===== config.mk =====
export PLATFORM = sky130hd
export DESIGN_NAME = draw_layer_arbiter
export DESIGN_NICKNAME = d
export VERILOG_FILES = /design/src/rtl/draw_layer_arbiter_pkg.sv /design/src/rtl/draw_layer_arbiter_fright_timer.sv /design/src/rtl/draw_layer_arbiter.sv
export SDC_FILE = /design/constraint.sdc
export NUM_CORES = 1
export LEC_CHECK = 0
export CORE_MARGIN = 2
export CORE_UTILIZATION = 25
export CTS_CLUSTER_DIAMETER = 120
export DETAILED_ROUTE_END_ITERATION = 6
export PLACE_DENSITY_LB_ADDON = 0.2
export SETUP_SLACK_MARGIN = 0.2
export SYNTH_ARGS = -nofsm -noshare
export SYNTH_HDL_FRONTEND = slang
export SYNTH_SLANG_ARGS = --single-unit
export TNS_END_PERCENT = 100

===== constraint.sdc =====
create_clock -name clk -period 2 [get_ports clk]
set_input_delay 0.2 -clock clk [delete_from_list [all_inputs] [get_ports clk]]
set_output_delay 0.2 -clock clk [all_outputs]
set_load 0.01 [all_outputs]

===== src/rtl/draw_layer_arbiter_pkg.sv =====
// draw_layer_arbiter_pkg: layer codes, fright states and default ghost colours
package draw_layer_arbiter_pkg;
  typedef enum logic [2:0] {
    LAYER_BG      = 3'd0,
    LAYER_DOTS    = 3'd1,
    LAYER_BORDERS = 3'd2,
    LAYER_GHOSTS  = 3'd3,
    LAYER_PACMAN  = 3'd4
  } layer_e;
  typedef enum logic [1:0] {
    ST_IDLE   = 2'd0,
    ST_FRIGHT = 2'd1,
    ST_FLASH  = 2'd2
  } fright_state_e;
  localparam logic [7:0] DEFAULT_FRIGHT_RGB = 8'h03;
  localparam logic [7:0] DEFAULT_FLASH_RGB  = 8'hFF;
endpackage


===== src/rtl/draw_layer_arbiter_fright_timer.sv =====
// fright_timer: frightened/flash state machine counting frames since a power pellet
module fright_timer
  import draw_layer_arbiter_pkg::*;
#(
  parameter int FRIGHT_FRAMES = 360,
  parameter int FLASH_FRAMES  = 120,
  parameter int FLASH_PERIOD  = 15
) (
  input  logic          clk,
  input  logic          reset,
  input  logic          start_of_frame,
  input  logic          fright_start,
  output fright_state_e state,
  output logic          flash_phase,
  output logic          fright_active
);
  localparam int CW = FRIGHT_FRAMES > 1 ? $clog2(FRIGHT_FRAMES) : 1;
  localparam int FW = FLASH_PERIOD > 1 ? $clog2(FLASH_PERIOD) : 1;
  localparam logic [CW-1:0] FLASH_AT   = CW'(FRIGHT_FRAMES - FLASH_FRAMES - 1);
  localparam logic [CW-1:0] LAST_FRAME = CW'(FRIGHT_FRAMES - 1);
  localparam logic [FW-1:0] FLASH_LAST = FW'(FLASH_PERIOD - 1);
  fright_state_e state_q, state_d;
  logic [CW-1:0] frame_cnt_q, frame_cnt_d;
  logic [FW-1:0] flash_cnt_q, flash_cnt_d;
  logic          flash_phase_q, flash_phase_d;
  logic          fright_active_q, fright_active_d;
  // A pellet always restarts the fright; otherwise frames advance only outside IDLE
  always_comb begin
    state_d       = state_q;
    frame_cnt_d   = frame_cnt_q;
    flash_cnt_d   = flash_cnt_q;
    flash_phase_d = flash_phase_q;
    if (fright_start) begin
      state_d       = ST_FRIGHT;
      frame_cnt_d   = '0;
      flash_cnt_d   = '0;
      flash_phase_d = 1'b0;
    end else if (start_of_frame && state_q == ST_FRIGHT) begin
      frame_cnt_d   = frame_cnt_q + 1'b1;
      state_d       = frame_cnt_q == FLASH_AT ? ST_FLASH : ST_FRIGHT;
      flash_cnt_d   = '0;
      flash_phase_d = 1'b0;
    end else if (start_of_frame && state_q == ST_FLASH) begin
      state_d       = frame_cnt_q == LAST_FRAME ? ST_IDLE : ST_FLASH;
      frame_cnt_d   = frame_cnt_q == LAST_FRAME ? '0 : frame_cnt_q + 1'b1;
      flash_cnt_d   = frame_cnt_q == LAST_FRAME || flash_cnt_q == FLASH_LAST ? '0 : flash_cnt_q + 1'b1;
      flash_phase_d = frame_cnt_q == LAST_FRAME ? 1'b0 : flash_phase_q ^ (flash_cnt_q == FLASH_LAST);
    end
    fright_active_d = state_d != ST_IDLE;
  end
  // State and counter registers, cleared asynchronously
  always_ff @(posedge clk or posedge reset) begin
    if (reset) begin
      state_q         <= ST_IDLE;
      frame_cnt_q     <= '0;
      flash_cnt_q     <= '0;
      flash_phase_q   <= 1'b0;
      fright_active_q <= 1'b0;
    end else begin
      state_q         <= state_d;
      frame_cnt_q     <= frame_cnt_d;
      flash_cnt_q     <= flash_cnt_d;
      flash_phase_q   <= flash_phase_d;
      fright_active_q <= fright_active_d;
    end
  end
  assign state         = state_q;
  assign flash_phase   = flash_phase_q;
  assign fright_active = fright_active_q;
endmodule


===== src/rtl/draw_layer_arbiter.sv =====
// draw_layer_arbiter: fixed-priority sprite layer mux with frightened-ghost recolouring
module draw_layer_arbiter
  import draw_layer_arbiter_pkg::*;
#(
  parameter int         FRIGHT_FRAMES = 360,
  parameter int         FLASH_FRAMES  = 120,
  parameter int         FLASH_PERIOD  = 15,
  parameter logic [7:0] FRIGHT_RGB    = DEFAULT_FRIGHT_RGB,
  parameter logic [7:0] FLASH_RGB     = DEFAULT_FLASH_RGB
) (
  input  logic       clk,
  input  logic       reset,
  input  logic       startOfFrame,
  input  logic       frightStart,
  input  logic       pacmanDrawReq,
  input  logic [7:0] pacmanRGB,
  input  logic       ghostsDrawReq,
  input  logic [7:0] ghostsRGB,
  input  logic       bordersDrawReq,
  input  logic [7:0] bordersRGB,
  input  logic       dotsDrawReq,
  input  logic [7:0] dotsRGB,
  input  logic [7:0] bgRGB,
  output logic [7:0] RGBOut,
  output logic [2:0] layerSel,
  output logic       frightActive,
  output logic       flashPhase
);
  fright_state_e state;
  logic [7:0]    ghost_rgb, rgb_d, rgb_q;
  layer_e        layer_d, layer_q;
  fright_timer #(
    .FRIGHT_FRAMES(FRIGHT_FRAMES),
    .FLASH_FRAMES (FLASH_FRAMES),
    .FLASH_PERIOD (FLASH_PERIOD)
  ) u_timer (
    .clk           (clk),
    .reset         (reset),
    .start_of_frame(startOfFrame),
    .fright_start  (frightStart),
    .state         (state),
    .flash_phase   (flashPhase),
    .fright_active (frightActive)
  );
  // Ghost colour comes from registered fright state so frightStart never reaches the pixel path
  always_comb begin
    ghost_rgb = state == ST_FRIGHT ? FRIGHT_RGB :
                state == ST_FLASH  ? (flashPhase ? FLASH_RGB : FRIGHT_RGB) : ghostsRGB;
    layer_d   = pacmanDrawReq  ? LAYER_PACMAN  :
                ghostsDrawReq  ? LAYER_GHOSTS  :
                bordersDrawReq ? LAYER_BORDERS :
                dotsDrawReq    ? LAYER_DOTS    : LAYER_BG;
    rgb_d     = pacmanDrawReq  ? pacmanRGB  :
                ghostsDrawReq  ? ghost_rgb  :
                bordersDrawReq ? bordersRGB :
                dotsDrawReq    ? dotsRGB    : bgRGB;
  end
  // One-cycle pixel output register
  always_ff @(posedge clk or posedge reset) begin
    if (reset) begin
      rgb_q   <= 8'h00;
      layer_q <= LAYER_BG;
    end else begin
      rgb_q   <= rgb_d;
      layer_q <= layer_d;
    end
  end
  assign RGBOut   = rgb_q;
  assign layerSel = layer_q;
endmodule


# == After elaboration in Yosys (flattened, before gate mapping) ==
# Index checks and enable logic that the tools add are counted.
# Widths: inputs -> output; s select.
# totals
register_bits,28
input_bits,48
out_inout_bits,13
word_cells,48
# classes
n_addsub,2
n_eq_ne,5
mux,28
bitwise_logic,1
n_reduce_logical,5
# op_table
op,n
$mux 8,7
$mux 9,4
$mux 4,4
$mux 2,7
$add 9x1->9 const B,1
$eq 9x8->1 const B,1
$eq 9x9->1 const B,1
$mux 1,5
$add 4x1->4 const B,1
$eq 4x4->1 const B,1
$mux 3,1
$reduce_bool 3->1,1
$eq 2x1->1 const B,1
$eq 2x2->1 const B,1
$logic_and 1x1->1,2
$reduce_bool 2->1,1
$logic_or 1x1->1,1
$xor 1x1->1,1

# == Depth between registers and ports, before layout ==
# Gate-level depths: netlist (run 1).
# depth
depth_word,6
ltp_mapped,6
ltp_nobuf,6

# == Cells and area by module ==
# A second synthesis (run 1) with hierarchy kept.
# unflattened
hier_cells,179
hier_area_um2,1746.7
# modules_own_cells
mod,instances,cells_each,area_each_um2,seq_area_each_um2
fright_timer,1,108,1013.5,425.4
draw_layer_arbiter,1,71,733.2,275.3

# == Least setup slack after synthesis (run 1) ==
# Ideal clock, no wire load.
# synth_timing
path_type,reg2reg
from,register u_timer.frame_cnt_q[0]
to,register u_timer.flash_cnt_q[2]
setup_time_ns,0.066
t_arrival_ns,1.528
required_ns,1.934
slack_ns,0.406
stages_incl_launch_ff,7
n_path_buf,1
synth_period_minus_slack_ns,1.594
path_cell_list,dfrtp_1 ha_1 and4_1 buf_2 a211o_1 nor4b_1 a221o_1
# synth_between
elab_chain_len,6
# synth_lines
element,line_no,source
from (decl),draw_layer_arbiter_fright_timer.sv:23,"logic [CW-1:0] frame_cnt_q, frame_cnt_d;"
from (signal assigned),draw_layer_arbiter_fright_timer.sv:61,frame_cnt_q <= frame_cnt_d;
$eq 9x9->1,draw_layer_arbiter_fright_timer.sv:46,flash_cnt_d = frame_cnt_q == LAST_FRAME || flash_cnt_q == FLASH_LAST ? '0 : flash_cnt_q + 1'b1;
$logic_or 1x1->1,draw_layer_arbiter_fright_timer.sv:46,
$mux 4,draw_layer_arbiter_fright_timer.sv:46,
$mux 4,draw_layer_arbiter_fright_timer.sv:43,end else if (start_of_frame && state_q == ST_FLASH) begin
$mux 4,draw_layer_arbiter_fright_timer.sv:38,end else if (start_of_frame && state_q == ST_FRIGHT) begin
$mux 4,draw_layer_arbiter_fright_timer.sv:33,if (fright_start) begin
to (signal assigned),draw_layer_arbiter_fright_timer.sv:62,flash_cnt_q <= flash_cnt_d;
to (decl),draw_layer_arbiter_fright_timer.sv:24,"logic [FW-1:0] flash_cnt_q, flash_cnt_d;"
# No other way between the ends. The select of a mux whose other input is x is not followed.
# A chain may end at the register's enable or synchronous reset.

# == Final worst setup path (run 1) ==
# Same ends and word-level chain as after synthesis.

==> flow_metrics.py, run 1 <==
metrics = {
    "run_status": {
        "status": "finished, final reports clean",
    },
    "clock_tree": {
        "cts_resized": 0,
        "clock_latency_ps": 280,
        "ctsHtreeMaxLevel": 1,
        "cts_root_buffer": "clkbuf_8",
        "postCtsHoldBufs": 0,
        "path_clk_slew_ps": 110,
        "cts_tree": "built",
        "numCtsBuffers": 3,
        "postCtsSetupRepairBufs": 0,
        "cts_sinks": 28,
        "max-clock-path-buffers": 2,
    },
    "setup_path": {
        "crit_required_ps": 2230,
        "cp.arrival_ps": 1930,
        "start_kind": "flip-flop",
        "slowest_stage": "dfrtp_1",
        "path_cells": "ha_1 > and4_2 > a211o_1 > nor4b_1 > a221o_1",
        "endpoint_kind": "flip-flop",
        "critPathKind": "flip-flop to flip-flop",
        "path_buf_inv": 0,
        "crit_path_max_fanout": 8,
        "critPathMaxStageDelay_ps": 430,
        "cp_top_family": "simple AND/OR/NAND/NOR gates",
    },
    "sta": {
        "hold_viol": 0,
        "slew_headroom_pct": 61.3,
        "rsz0062_at_grt": "true",
        "worstMarginPinSlew_ps": 578,
        "min_period_ps": 1700,
        "setup_viol": 0,
        "setup_tns_ps": 0,
        "holdWs_ps": 291,
        "fin_crit_sh_pct": 85.1,
        "fmax_ghz": 0.588,
        "drv_slew": 0,
        "clock_skew_ps": 11.4,
    },
    "synth": {
        "synth-main-ff-cell": "dfrtp_1",
        "synth_seq_cells": 28,
        "synth_area_per_cell_um2": 9.04,
        "synth.distinct_cells": 42,
        "synth-edff-count": 0,
        "syn_nets": 248,
        "synthTopCellsByArea": "dfrtp_1 (39%), mux2i_1 (7.9%), o21ai_0 (7.9%), nand2_1 (6.1%), nand3_1 (3.4%)",
        "synthArstFlopShare_pct": 100,
        "seq_area_frac_synth_pct": 39.4,
        "synth_common_cells": "nand2_1 (29), dfrtp_1 (28), o21ai_0 (28)",
        "synth_area_um2": 1780,
        "synth.largest_area_cell": "dfrtp_1",
        "synth_top_area_share_pct": 39.4,
        "syn_inst": 197,
        "ys_warn_count": 0,
        "yosysMostFrequentCell": "nand2_1",
    },
    "route": {
        "drc_errors": 0,
        "routedWlPerCell_um": 13.2,
        "via_count": 1605,
        "wl_um": 4570,
        "via_per_inst": 4.63,
        "first_iter_violations": 77,
        "antenna_left": 0,
        "dr.pass1.iters": 4,
    },
    "finish": {
        "drive_gt1_share_pct": 7.17,
        "nets": 303,
        "diodes": 0,
        "n_fill_cell": 718,
        "area_growth_pct": 43.1,
    },
    "pwr": {
        "peakVddDrop_v": 0.000235,
        "p_leak_nw": 1.01,
        "power_density_nw_per_um2": 551,
        "power_mw": 1.40,
    },
    "floorplan": {
        "dieWidth_um": 88.4,
        "num_rows": 30,
        "ios": 61,
        "fp.coreArea_um2": 6830,
        "initial_core_util_pct": 26.1,
        "dieArea_um2": 7810,
        "die_y_um": 88.4,
    },
    "placement": {
        "gp_congestion": 0.859,
        "place_hpwl_um": 3500,
        "portBuffers": 60,
    },
    "global_routing": {
        "antenna_found_initial": 0,
        "grtUsageTotal_pct": 12.5,
        "grt_pass1_vias": 1594,
        "grt_max_degree": 29,
        "grt_pass1_wl_um": 7650,
        "overflow": 0,
    },
    "flow_run": {
        "cap_viol_max_count": 0,
    },
    "hold_path": {
        "hold_class": "input pin to asynchronous set/reset pin",
    },
}
-- registers in the layout, summed over array words and instances, names as in the netlist --
register / cells
RGBOut: 8
u_timer.fright_active: 1
u_timer.flash_phase: 1
u_timer.flash_cnt_q: 4
layerSel: 3
u_timer.state: 2
u_timer.frame_cnt_q: 9
-- layout make-up --
type,count,area (um2),share of cell area (%)
timing repair buffer,68,661,25.9
tap,96,120,4.72
clock buffer,3,41.3,1.62
multi-input combinational,146,976,38.3
sequential,28,701,27.5
inverter,5,18.8,0.737
clock inverter,1,30.0,1.18
-- through the flow --
step	std cells	utilization [%]	setup WS (ps)	area, um2
after global placement	343	36.1	235	2470
after CTS	347	37.2	201	2540
after floorplan	197	-	406	1780
final	347	37.3	298	2550
after global routing	347	37.3	197	2550
after detailed placement	343	36.1	199	2470
-- cell usage in the layout (no fill, tap or decap), types with 3 or more instances in the layout --
master and instances:
o21ai_0 28, nand4_1 5, and3_1 3, nand3_1 12
dfrtp_1 28, nand2_1 29, o211ai_1 6, inv_1 5
a21oi_1 5, o2111ai_1 3, clkbuf_8 3, nor2_1 5
buf_4 8, mux2i_1 14, clkdlybuf4s50_1 60, ha_1 3
or3_1 4
-- layer usage --
layer	routed length (um)	global-route usage (%)	part of all wire (%)	up-vias
li1	-	-	-	832
met1	2110	16.7	46	738
met2	2200	20.2	48	31
met3	186	2.15	4.1	4
met4	68	4.68	1.5	0
met5	0	0	0	-
-- logic make-up after synthesis --
group | count (synthesis) | share of synthesized area (%)
adder cells (fa/ha/maj) | 3 | 2.11
buffers and inverters | 23 | 6.33
AO/OA/AOI/OAI | 56 | 21.1
flip-flops | 28 | 39.4
multiplexers | 14 | 7.87
XOR/XNOR | 2 | 2.04
AND/OR/NAND/NOR | 71 | 21.2
-- report_power, final --
group / internal, mW / switching, mW
clock: 0.268 / 0.195
sequential: 0.593 / 0.0192
combinational: 0.185 / 0.144
-- path summary, 6_finish.rpt --
check | cells past startpoint | startpoint | endpoint | slack [ps]
max | 5 | u_timer.frame_cnt_q[0]$_DFFE_PP0P_ | u_timer.flash_cnt_q[2]$_DFFE_PP0P_ | 300
min | 3 | reset | u_timer.frame_cnt_q[6]$_DFFE_PP0P_ | 290
max reg2reg | 5 | u_timer.frame_cnt_q[0]$_DFFE_PP0P_ | u_timer.flash_cnt_q[2]$_DFFE_PP0P_ | 300
min reg2reg | 1 | u_timer.flash_cnt_q[0]$_DFFE_PP0P_ | u_timer.flash_cnt_q[0]$_DFFE_PP0P_ | 540
max in group asynchronous | 3 | reset | RGBOut[5]$_DFF_PP0_ | 1420
min in group clk | 3 | pacmanRGB[6] | RGBOut[6]$_DFF_PP0_ | 480
-- worst register-to-register path, cell delays in order (launching register included) --
cell	delay, ps
dfrtp_1	430
ha_1	230
and4_2	280
a211o_1	300
nor4b_1	260
a221o_1	150
Power figures use the tool's default switching activity.
==> run 2: changes to the inputs <==
Settings changed: CTS_CLUSTER_SIZE set to 14.
Clock period 2 ns to 2.1 ns, I/O delays scaled along.
==> flow_metrics.py, run 2 (synthesized netlist as in run 1, its figures left out) <==
metrics = {
    "run_status": {
        "status": "finished, final reports clean",
    },
    "floorplan": {
        "initial_core_util_pct": 26.1,
        "num_rows": 30,
        "ios": 61,
        "dieWidth_um": 88.4,
        "fp.coreArea_um2": 6830,
        "die_y_um": 88.4,
        "dieArea_um2": 7810,
    },
    "clock_tree": {
        "cts_sinks": 28,
        "path_clk_slew_ps": 100,
        "ctsHtreeMaxLevel": 1,
        "max-clock-path-buffers": 2,
        "clock_latency_ps": 280,
        "cts_tree": "built",
        "postCtsHoldBufs": 0,
        "cts_resized": 0,
        "postCtsSetupRepairBufs": 0,
        "numCtsBuffers": 3,
        "cts_root_buffer": "clkbuf_8",
    },
    "placement": {
        "place_hpwl_um": 3500,
        "placed_cells": 340,
        "gp_congestion": 0.764,
        "portBuffers": 60,
    },
    "finish": {
        "diodes": 0,
        "drive_gt1_share_pct": 5.65,
        "layout_common_cells": "clkdlybuf4s50_1 (60), nand2_1 (29), dfrtp_1 (28), o21ai_0 (28), mux2i_1 (14)",
        "area_growth_pct": 41.3,
        "top_register": "u_timer.frame_cnt_q",
        "nets": 300,
        "final_common_cell": "clkdlybuf4s50_1",
        "largest_reg_flops": 9,
        "instances_no_fill": 344,
    },
    "setup_path": {
        "critPathKind": "flip-flop to flip-flop",
        "start_kind": "flip-flop",
        "endpoint_kind": "flip-flop",
        "cp.arrival_ps": 1940,
        "crit_required_ps": 2280,
        "ff2ff_setup_slack_ps": 340,
        "crit_path_max_fanout": 13,
    },
    "global_routing": {
        "use_met1_pct": 17.7,
        "grt_pass1_vias": 1514,
        "gr-usage-met2_pct": 19.6,
        "grtUsageTotal_pct": 12.6,
        "grt_pass1_wl_um": 7680,
        "grt_max_degree": 29,
        "grt.busiest_layer": "met2",
        "grt_use_met3_pct": 1.68,
        "overflow": 0,
        "antenna_found_initial": 0,
    },
    "pwr": {
        "peakVddDrop_v": 0.000290,
        "p_leak_nw": 0.996,
        "power_density_nw_per_um2": 529,
    },
    "route": {
        "via_per_inst": 4.73,
        "drc_errors": 0,
        "dr.pass1.iters": 4,
        "antenna_left": 0,
        "wl_um": 4610,
        "via_count": 1627,
        "routedWlPerCell_um": 13.4,
        "first_iter_violations": 55,
    },
    "sta": {
        "fmax_ghz": 0.568,
        "drv_slew": 0,
        "fin_crit_sh_pct": 83.8,
        "rsz0062_at_grt": "false",
        "worstMarginPinSlew_ps": 604,
        "slew_headroom_pct": 59.6,
        "setup_viol": 0,
        "hold_viol": 0,
        "holdWs_ps": 300,
        "setup_tns_ps": 0,
        "min_period_ps": 1760,
        "clock_skew_ps": 3.10,
    },
    "flow_run": {
        "cap_viol_max_count": 0,
    },
    "hold_path": {
        "hold_class": "input pin to asynchronous set/reset pin",
    },
}
[run 2: final timing paths]
path | start | endpoint | cells past startpoint
max | u_timer.state[0]$_DFF_PP0_ | u_timer.flash_cnt_q[2]$_DFFE_PP0P_ | 4
min | reset | layerSel[2]$_DFF_PP0_ | 3
max reg2reg | u_timer.state[0]$_DFF_PP0_ | u_timer.flash_cnt_q[2]$_DFFE_PP0P_ | 4
min reg2reg | u_timer.flash_cnt_q[0]$_DFFE_PP0P_ | u_timer.flash_cnt_q[0]$_DFFE_PP0P_ | 1
max in group asynchronous | reset | RGBOut[3]$_DFF_PP0_ | 3
min in group clk | pacmanRGB[6] | RGBOut[6]$_DFF_PP0_ | 3
[run 2: final cells by class]
| type | count | area (um2) |
|---|---|---|
| Fill cell | 729 | 4320 |
| Multi-Input combinational cell | 146 | 967 |
| Sequential cell | 28 | 701 |
| Timing Repair Buffer | 65 | 638 |
| Tap cell | 96 | 120 |
| Clock buffer | 3 | 41.3 |
| Clock inverter | 1 | 30.0 |
| Inverter | 5 | 18.8 |
[run 2: worst max-delay path, stage by stage (launching register included)]
cell and delay, ps:
dfrtp_1 520, xor2_4 260, a21oi_2 480, nor4b_1 120, a221o_1 270
[run 2: metal layers]
layer  vias to the layer above  share of wire (%)
met5                         -                  0
li1                        820                  -
met4                         0                2.2
met1                       761                 48
met2                        38                 47
met3                         8                3.0
[run 2: stage by stage]
stage / cell area [um2] / util [%] / worst slack [ps] / total power, mW
finish: 2520 / 36.8 / 340 / 1.33
global route: 2520 / 36.8 / 215 / 1.40
CTS: 2520 / 36.8 / 343 / 1.35
detailed placement: 2440 / 35.8 / 190 / 0.907
global placement: 2440 / 35.8 / 178 / 0.904
floorplan: 1780 / - / 506 / 0.746
[run 2: where the power goes]
part | switching [mW] | internal [mW] | leakage (nW) | total (mW)
sequential | 0.0178 | 0.565 | 0.359 | 0.582
combinational | 0.137 | 0.172 | 0.601 | 0.309
clock | 0.183 | 0.256 | 0.0357 | 0.438
==> run 3: changes to the inputs <==
Clock period 2.1 ns to 1.7 ns, I/O delays scaled along.
==> flow_metrics.py, run 3 (synthesized netlist as in run 1, its figures left out) <==
metrics = {
    "run_status": {
        "status": "finished, final reports clean",
    },
    "clock_tree": {
        "numCtsBuffers": 3,
        "max-clock-path-buffers": 2,
        "ctsHtreeMaxLevel": 1,
        "cts_tree": "built",
        "clock_latency_ps": 270,
        "postCtsHoldBufs": 0,
        "path_clk_slew_ps": 100,
        "cts_root_buffer": "clkbuf_8",
        "cts_sinks": 28,
    },
    "setup_path": {
        "crit_path_max_fanout": 4,
        "endpoint_kind": "flip-flop",
        "start_kind": "flip-flop",
        "cp.arrival_ps": 1820,
        "critPathKind": "flip-flop to flip-flop",
        "crit_required_ps": 1910,
    },
    "global_routing": {
        "grt_pass1_vias": 1572,
        "grt_pass1_wl_um": 7620,
        "antenna_found_initial": 0,
        "overflow": 0,
        "grt_max_degree": 29,
        "grtUsageTotal_pct": 12.6,
    },
    "sta": {
        "hold_viol": 0,
        "slew_headroom_pct": 62.5,
        "fmax_ghz": 0.621,
        "worstMarginPinSlew_ps": 560,
        "rsz0062_at_grt": "true",
        "clock_skew_ps": 2.37,
        "fin_crit_sh_pct": 94.7,
        "setup_viol": 0,
        "holdWs_ps": 262,
        "drv_slew": 0,
        "min_period_ps": 1610,
        "setup_tns_ps": 0,
    },
    "finish": {
        "drive_gt1_share_pct": 21.8,
        "layout_common_cells": "clkdlybuf4s50_1 (60), nand2_1 (28), buf_4 (26), dfrtp_1 (24), o21ai_0 (23)",
        "n_fill_cell": 711,
        "largest_reg_flops": 9,
        "diodes": 0,
        "nets": 327,
        "area_growth_pct": 59.7,
        "top_register": "u_timer.frame_cnt_q",
        "final_common_cell": "clkdlybuf4s50_1",
    },
    "route": {
        "first_iter_violations": 77,
        "dr.pass1.iters": 4,
        "wl_um": 4830,
        "routedWlPerCell_um": 13.0,
        "via_per_inst": 4.57,
        "antenna_left": 0,
        "via_count": 1696,
        "drc_errors": 0,
    },
    "placement": {
        "place_hpwl_um": 3630,
        "gp_congestion": 0.752,
        "portBuffers": 60,
    },
    "pwr": {
        "p_leak_nw": 1.15,
        "peakVddDrop_v": 0.000278,
        "power_mw": 1.62,
        "power_density_nw_per_um2": 570,
    },
    "floorplan": {
        "dieArea_um2": 7810,
        "initial_core_util_pct": 26.1,
        "die_y_um": 88.4,
        "fp.coreArea_um2": 6830,
        "dieWidth_um": 88.4,
        "num_rows": 30,
        "ios": 61,
    },
    "flow_run": {
        "cap_viol_max_count": 0,
    },
    "hold_path": {
        "hold_class": "input pin to asynchronous set/reset pin",
    },
}
[run 3: final cells by class]
class	count	area [um2]	share of cell area, %
Multi-Input combinational cell	146	1060	37.4
Timing Repair Buffer	92	881	31.0
Sequential cell	28	706	24.8
Tap cell	96	120	4.23
Clock buffer	4	55.1	1.94
Inverter	5	18.8	0.660
[run 3: path summary, 6_finish.rpt]
path / slack [ps] / cells past startpoint / endpoint / start
hold / removal: 260 / 3 / RGBOut[7]$_DFF_PP0_ / reset
hold reg to reg: 510 / 1 / u_timer.flash_phase$_DFFE_PP0P_ / u_timer.flash_phase$_DFFE_PP0P_
max in group asynchronous: 1140 / 3 / u_timer.state[0]$_DFF_PP0_ / reset
min in group clk: 420 / 3 / RGBOut[6]$_DFF_PP0_ / pacmanRGB[6]
setup reg to reg: 90 / 6 / u_timer.frame_cnt_q[7]$_DFFE_PP0P_ / u_timer.state[0]$_DFF_PP0_
setup / recovery: 90 / 6 / u_timer.frame_cnt_q[7]$_DFFE_PP0P_ / u_timer.state[0]$_DFF_PP0_
[run 3: metal layers]
metal / vias up / GRT usage, % / share of wire (%)
li1: 875 / - / -
met1: 781 / 16.9 / 47
met2: 34 / 20.4 / 48
met3: 6 / 1.87 / 3.2
met4: 0 / 4.96 / 1.9
met5: - / 0 / 0
[run 3: critical path, cell delays in order (launching register included)]
cell     delay [ps]
dfrtp_2         440
buf_12          130
xor2_4          220
buf_6           170
nand3_4          80
or3_4           370
a21oi_2         130
[run 3: per-stage QoR]
step	instances	setup slack [ps]	cell area, um2	utilization (%)
2_1_floorplan	197	163	1790	-
3_3_place_gp	354	38.8	2570	37.6
3_5_place_dp	354	-7.83	2570	37.6
4_1_cts	365	32.1	2710	39.7
5_1_grt	371	-14.3	2840	41.6
6_report	371	89.3	2840	41.6
[run 3: report_power, final]
| group | total (mW) | switching [mW] | internal, mW |
|---|---|---|---|
| Combinational | 0.483 | 0.206 | 0.277 |
| Sequential | 0.716 | 0.0181 | 0.698 |
| Clock | 0.420 | 0.213 | 0.207 |
| Total | 1.62 | 0.436 | 1.18 |
[run 3: timing repair]
action / 4_1_cts / 5_1_grt
setup endpoints to repair: 18 / 18
buffers inserted: 7 / 6
resized for setup: 13 / 17
endpoints found under the hold margin: 0 / 0
pin swaps: 8 / 11
gates cloned: 0 / 0
